==> src/rtl/serial_adder_ctrl.sv <==
// Bit-serial adder controller: one shared full-adder slice adds two
// WIDTH-bit operands LSB first under a start/busy/done handshake.
module serial_adder_ctrl #(
    parameter int WIDTH = 8
) (
    input  logic             clk,
    input  logic             rst,
    input  logic             start,
    input  logic [WIDTH-1:0] A,
    input  logic [WIDTH-1:0] B,
    output logic             busy,
    output logic             done,
    output logic [WIDTH-1:0] Sum,
    output logic             C_out
);

    localparam int CW = $clog2(WIDTH + 1);
    localparam logic [CW-1:0] LAST = CW'(WIDTH - 1);

    typedef enum logic [1:0] {
        S_IDLE,
        S_RUN,
        S_DONE
    } state_t;

    state_t state;
    state_t state_nx;

    logic [WIDTH-1:0] a_sr;
    logic [WIDTH-1:0] b_sr;
    logic [WIDTH-1:0] s_sr;
    logic [WIDTH-1:0] s_nx;
    logic [CW-1:0]    cnt;
    logic             carry;

    logic load;
    logic step;
    logic last;

    logic h1;
    logic c1;
    logic c2;
    logic s;
    logic c_nx;

    // State register
    always_ff @(posedge clk) begin
        if (rst) begin
            state <= S_IDLE;
        end else begin
            state <= state_nx;
        end
    end

    // Next-state decode and handshake outputs
    always_comb begin
        state_nx = state;
        busy     = 1'b0;
        done     = 1'b0;
        load     = 1'b0;
        step     = 1'b0;
        last     = 1'b0;
        unique case (state)
            S_IDLE: begin
                if (start) begin
                    load     = 1'b1;
                    state_nx = S_RUN;
                end
            end
            S_RUN: begin
                busy = 1'b1;
                step = 1'b1;
                if (cnt == LAST) begin
                    last     = 1'b1;
                    state_nx = S_DONE;
                end
            end
            S_DONE: begin
                done     = 1'b1;
                state_nx = S_IDLE;
            end
            default: begin
                state_nx = S_IDLE;
            end
        endcase
    end

    // Shared bit-slice: two cascaded half adders plus the sum shift-in
    always_comb begin
        h1   = a_sr[0] ^ b_sr[0];
        c1   = a_sr[0] & b_sr[0];
        s    = h1 ^ carry;
        c2   = h1 & carry;
        c_nx = c1 | c2;
        s_nx = s_sr >> 1;
        s_nx[WIDTH-1] = s;
    end

    // Operand/sum shift registers, carry and bit counter
    always_ff @(posedge clk) begin
        if (rst) begin
            a_sr  <= '0;
            b_sr  <= '0;
            s_sr  <= '0;
            carry <= 1'b0;
            cnt   <= '0;
        end else if (load) begin
            a_sr  <= A;
            b_sr  <= B;
            s_sr  <= '0;
            carry <= 1'b0;
            cnt   <= '0;
        end else if (step) begin
            a_sr  <= a_sr >> 1;
            b_sr  <= b_sr >> 1;
            s_sr  <= s_nx;
            carry <= c_nx;
            cnt   <= cnt + CW'(1);
        end
    end

    // Result registers update only when the last bit is processed
    always_ff @(posedge clk) begin
        if (rst) begin
            Sum   <= '0;
            C_out <= 1'b0;
        end else if (last) begin
            Sum   <= s_nx;
            C_out <= c_nx;
        end
    end

endmodule

==> config.mk <==
export PLATFORM = sky130hd
export DESIGN_NAME = serial_adder_ctrl
export DESIGN_NICKNAME = d
export VERILOG_FILES = /design/src/rtl/serial_adder_ctrl.sv
export SDC_FILE = /design/constraint.sdc
export NUM_CORES = 1
export LEC_CHECK = 0
export BUFFER_PORTS_ARGS = -buffer_cell sky130_fd_sc_hd__clkbuf_2
export CORE_ASPECT_RATIO = 0.9
export CORE_MARGIN = 2
export CORE_UTILIZATION = 55
export CTS_CLUSTER_SIZE = 24
export DETAILED_ROUTE_END_ITERATION = 10
export GPL_TIMING_DRIVEN = 0
export PLACE_DENSITY = 0.76
export SLEW_MARGIN = 20
export SYNTH_ARGS = -nofsm -noshare
export SYNTH_HDL_FRONTEND = slang
export SYNTH_SLANG_ARGS = --single-unit
==> constraint.sdc <==
create_clock -name clk -period 3 [get_ports clk]
set_input_delay 0.15 -clock clk [delete_from_list [all_inputs] [get_ports clk]]
set_output_delay 0.15 -clock clk [all_outputs]
set_load 0.01 [all_outputs]
==> metrics.log <==
[metrics] count of input and output buffers: 28
[metrics] Die W: 63.0 um
[metrics] crit path launch type: flip-flop
[metrics] most frequent cells in the layout: 39 x sky130_fd_sc_hd__dfxtp_1, 33 x sky130_fd_sc_hd__nand2_1, 28 x sky130_fd_sc_hd__clkbuf_2
[metrics] crit path DAT: 1.63 ns
[metrics] antenna diode count: 0
[metrics] async set-or-reset flop fraction in the synthesized netlist: 0
[metrics] netlist area before placement: approximately 1700 sq um
[metrics] PwrDens: ~500 nW/um^2
[metrics] average detailed-routed wire length per instance: 12.1 um
[metrics] Top FF cell, synth: sky130_fd_sc_hd__dfxtp_1
[metrics] crit path kind: flip-flop to output pin
[metrics] RD Place Congestion: 0.833
[metrics] delay of the slowest cell on the worst path: 0.41 ns
[metrics] Sw Ratio: 0.253
[metrics] classification of the worst-slack hold path: primary input to flip-flop
[metrics] first-pass GRT wire length: 5760 um
[metrics] H-tree depth: 2
[metrics] net switching power: about 0.00025 W
[metrics] register clock-pin slew on the reported worst setup and hold paths: about 0.11 ns
[metrics] number of rows in the core area: 19
[metrics] Vias/cell: 5.19
[metrics] Crit. End Element: output pin
[metrics] number of nets in the finished design: 250
[metrics] insertion delay of the later-clocked pin in the worst-skew pair: between 0.3 and 0.4 ns
[metrics] Slowest-stage cell, CP: sky130_fd_sc_hd__dfxtp_1
[metrics] count of unique library cells instantiated by Yosys: 31
[metrics] Gates resized, CTS repair: 0
[metrics] ordered list of cells on the worst path: nand2b_1, buf_4, inv_2, buf_2, clkbuf_2
[metrics] total count of max-transition violations in the final report: 0
[metrics] synthesis-stage register bit count: 39
[metrics] post-CTS setup buffers: 0
[metrics] Setup Viol. Count Final: 0
[metrics] GRT Total Usage: 0.204
[metrics] final total negative setup slack: 0 ns
[metrics] fraction of the cycle the final worst path needs: 0.594
[metrics] overall overflow remaining after global route: 0
[metrics] peak ir drop on the vdd network: between 0.0003 and 0.0004 V
[metrics] clock power share: 0.308
[metrics] number of fill cells: 270
[metrics] Remaining DRCs: 0
[metrics] starting density of the core: 0.570
[metrics] Crit path max-delay family: buffers and inverters
[metrics] antenna violations before repair: 0
[metrics] Core Area: 3020 sq um
[metrics] Root Buffer Master: sky130_fd_sc_hd__clkbuf_4
[metrics] leakage power: 0.751 nW
[metrics] CTS tree: done
[metrics] layout cell share with drive strength beyond 1: 0.239
[metrics] maximum number of pins on one net before global-route repair: 12
[metrics] Initial DRT Pass Iterations: 4
[metrics] cell internal power dissipation: 0.000738 W
[metrics] measured slew at the worst slew-check pin: 0.488 ns
[metrics] final period demand of the worst path: between 1.5 and 2 ns
[metrics] max-slew headroom at the worst pin: 0.674
[metrics] number of buffers and inverters on the critical path: 4
[metrics] I/O pins: 30
[metrics] Post-Synthesis Net Count: approximately 220
[metrics] run status: finished, final reports clean
[metrics] Post-CTS Hold Buffers: 0
[metrics] cell area after layout: between 1500 and 2000 sq um
[metrics] total vias in the final route: 1,411
[metrics] Die Y-Extent: 57.1 um
[metrics] required time of the worst setup path: 2.85 ns
[metrics] antenna violation net count after detailed routing: 0
[metrics] area grow syn2layout: 15.2%
[metrics] buffer depth of the longest clock path: 2
[metrics] Achievable Freq: 0.561 GHz
[metrics] sum of routed wire length over all layers: between 3000 and 4000 um
[metrics] Comb pwr share: 0.132
[metrics] Cells after Synth: 194
[metrics] post-DP HPWL: 2320 um
[metrics] Synth warnings: 0
[metrics] via count of the first global-routing pass: 1,364
[metrics] highest net fanout along the worst path: 10
[metrics] sequential cell area fraction in the yosys report: 0.454
[metrics] count of flip-flops with a built-in enable after synthesis: 0
[metrics] unrepaired setup endpoints after global routing: false
[metrics] DRC violation total after the first TritonRoute iteration: 47
[metrics] Synth Area per Inst: 8.87 sq um
[metrics] total cell area at the placement stage: roughly 1900 sq um
[metrics] multi-input logic area: 830 sq um
[metrics] part of the total power dissipated in sequential elements: 0.560
[metrics] total die area: 3590 sq um
[metrics] worst-case clock skew: 0.00474 ns
[metrics] number of buffers created by CTS: 5
[metrics] Total Power Consumption: 0.000987 W
[metrics] maximum capacitance violations: 0
[metrics] area taken by flip-flops and latches: 781 sq um
[metrics] Hold Fails Final Rpt: 0
[metrics] leading cell type in the layout, fill and taps excluded: sky130_fd_sc_hd__dfxtp_1
[metrics] TritonCTS Sinks: 39
==> Yosys cell counts, types with 2 or more instances <==
cell type                  number  area [sq um]
sky130_fd_sc_hd__buf_4          2          15.0
sky130_fd_sc_hd__buf_2          4          20.0
sky130_fd_sc_hd__mux2i_1        9          90.1
sky130_fd_sc_hd__nor2_1        17          63.8
sky130_fd_sc_hd__buf_6          4          45.0
sky130_fd_sc_hd__dfxtp_1       39           781
sky130_fd_sc_hd__a21oi_1       26           130
sky130_fd_sc_hd__a211oi_1      11          82.6
sky130_fd_sc_hd__or3b_2         2          17.5
sky130_fd_sc_hd__nand3b_1       2          15.0
sky130_fd_sc_hd__nand2_1       33           124
sky130_fd_sc_hd__or2b_1         2          15.0
sky130_fd_sc_hd__clkbuf_1       3          11.3
sky130_fd_sc_hd__nand2b_1      19           119
sky130_fd_sc_hd__nor3_1         3          15.0
sky130_fd_sc_hd__nand3_1        3          15.0
==> final cells by class <==
type                            instances  share of cell area
Sequential cell                        39               0.394
Tap cell                               42              0.0265
Timing Repair Buffer                   28              0.0707
Inverter                                1             0.00189
Multi-Input combinational cell        140               0.419
Clock buffer                            8              0.0347
Buffer                                 14              0.0537
==> path summary, 6_finish.rpt <==
path	end	startpoint	cells past startpoint	slack [ns]
setup / recovery	busy	state[1]$_SDFFE_PP0P_	5	1.22
hold / removal	b_sr[7]$_SDFFE_PP0P_	B[7]	3	0.01
setup reg to reg	a_sr[2]$_SDFFE_PP0P_	state[1]$_SDFFE_PP0P_	4	1.58
hold reg to reg	s_sr[1]$_SDFFE_PP0P_	s_sr[1]$_SDFFE_PP0P_	2	0.47
==> registers in the layout, summed over array words and instances (netlist names) <==
signal,count
C_out,1
Sum,8
a_sr,8
b_sr,8
carry,1
cnt,4
s_sr,7
state,2
==> tightest hold or removal path: cells and delay by family <==
family,cells,cell delay [ns]
and+or+nand+nor,1,0.04
buffers and inverters,1,0.08
AOI/OAI and AO/OA,1,0.05
==> routing by layer <==
| layer | track usage | wire length (um) | vias up | part of all wire |
|---|---|---|---|---|
| met1 | 0.236 | 1480 | 662 | 0.45 |
| met5 | 0 | 0 | - | 0 |
| met2 | 0.342 | 1600 | 24 | 0.49 |
| li1 | - | - | 714 | - |
| met4 | 0.127 | 87 | 0 | 0.026 |
| met3 | 0.0513 | 120 | 11 | 0.036 |
==> power groups by stage <==
stage	Combinational, W	Clock (W)	Sequential [W]
after floorplan	0.0000970	0	0.000561
after global placement	0.000125	0	0.000563
after detailed placement	0.000130	0	0.000565
after CTS	0.000131	0.000306	0.000553
after global routing	0.000146	0.000327	0.000556
final	0.000130	0.000304	0.000553
==> kinds of logic (layout without fill, tap and decap cells) <==
group | Yosys count | in the layout | share of synthesized area
AND/OR/NAND/NOR | 87 | 87 | 0.260
XOR/XNOR | 2 | 2 | 0.0102
multiplexers | 9 | 9 | 0.0524
buffers and inverters | 15 | 51 | 0.0640
adder cells (fa/ha/maj) | 2 | 2 | 0.0189
AO/OA/AOI/OAI | 40 | 40 | 0.141
flip-flops | 39 | 39 | 0.454
==> through the flow <==
stage | std cells | hold slack, ns | util | worst slack, ns
CTS | 272 | 0.00732 | 0.656 | 1.22
detailed placement | 264 | 0.381 | 0.634 | 1.59
finish | 272 | 0.0111 | 0.656 | 1.22
global route | 272 | 0.0180 | 0.656 | 1.13
floorplan | 194 | 0.286 | - | 1.72
global placement | 264 | 0.374 | 0.634 | 1.64
No activity file was read; power rests on OpenSTA's default activity.
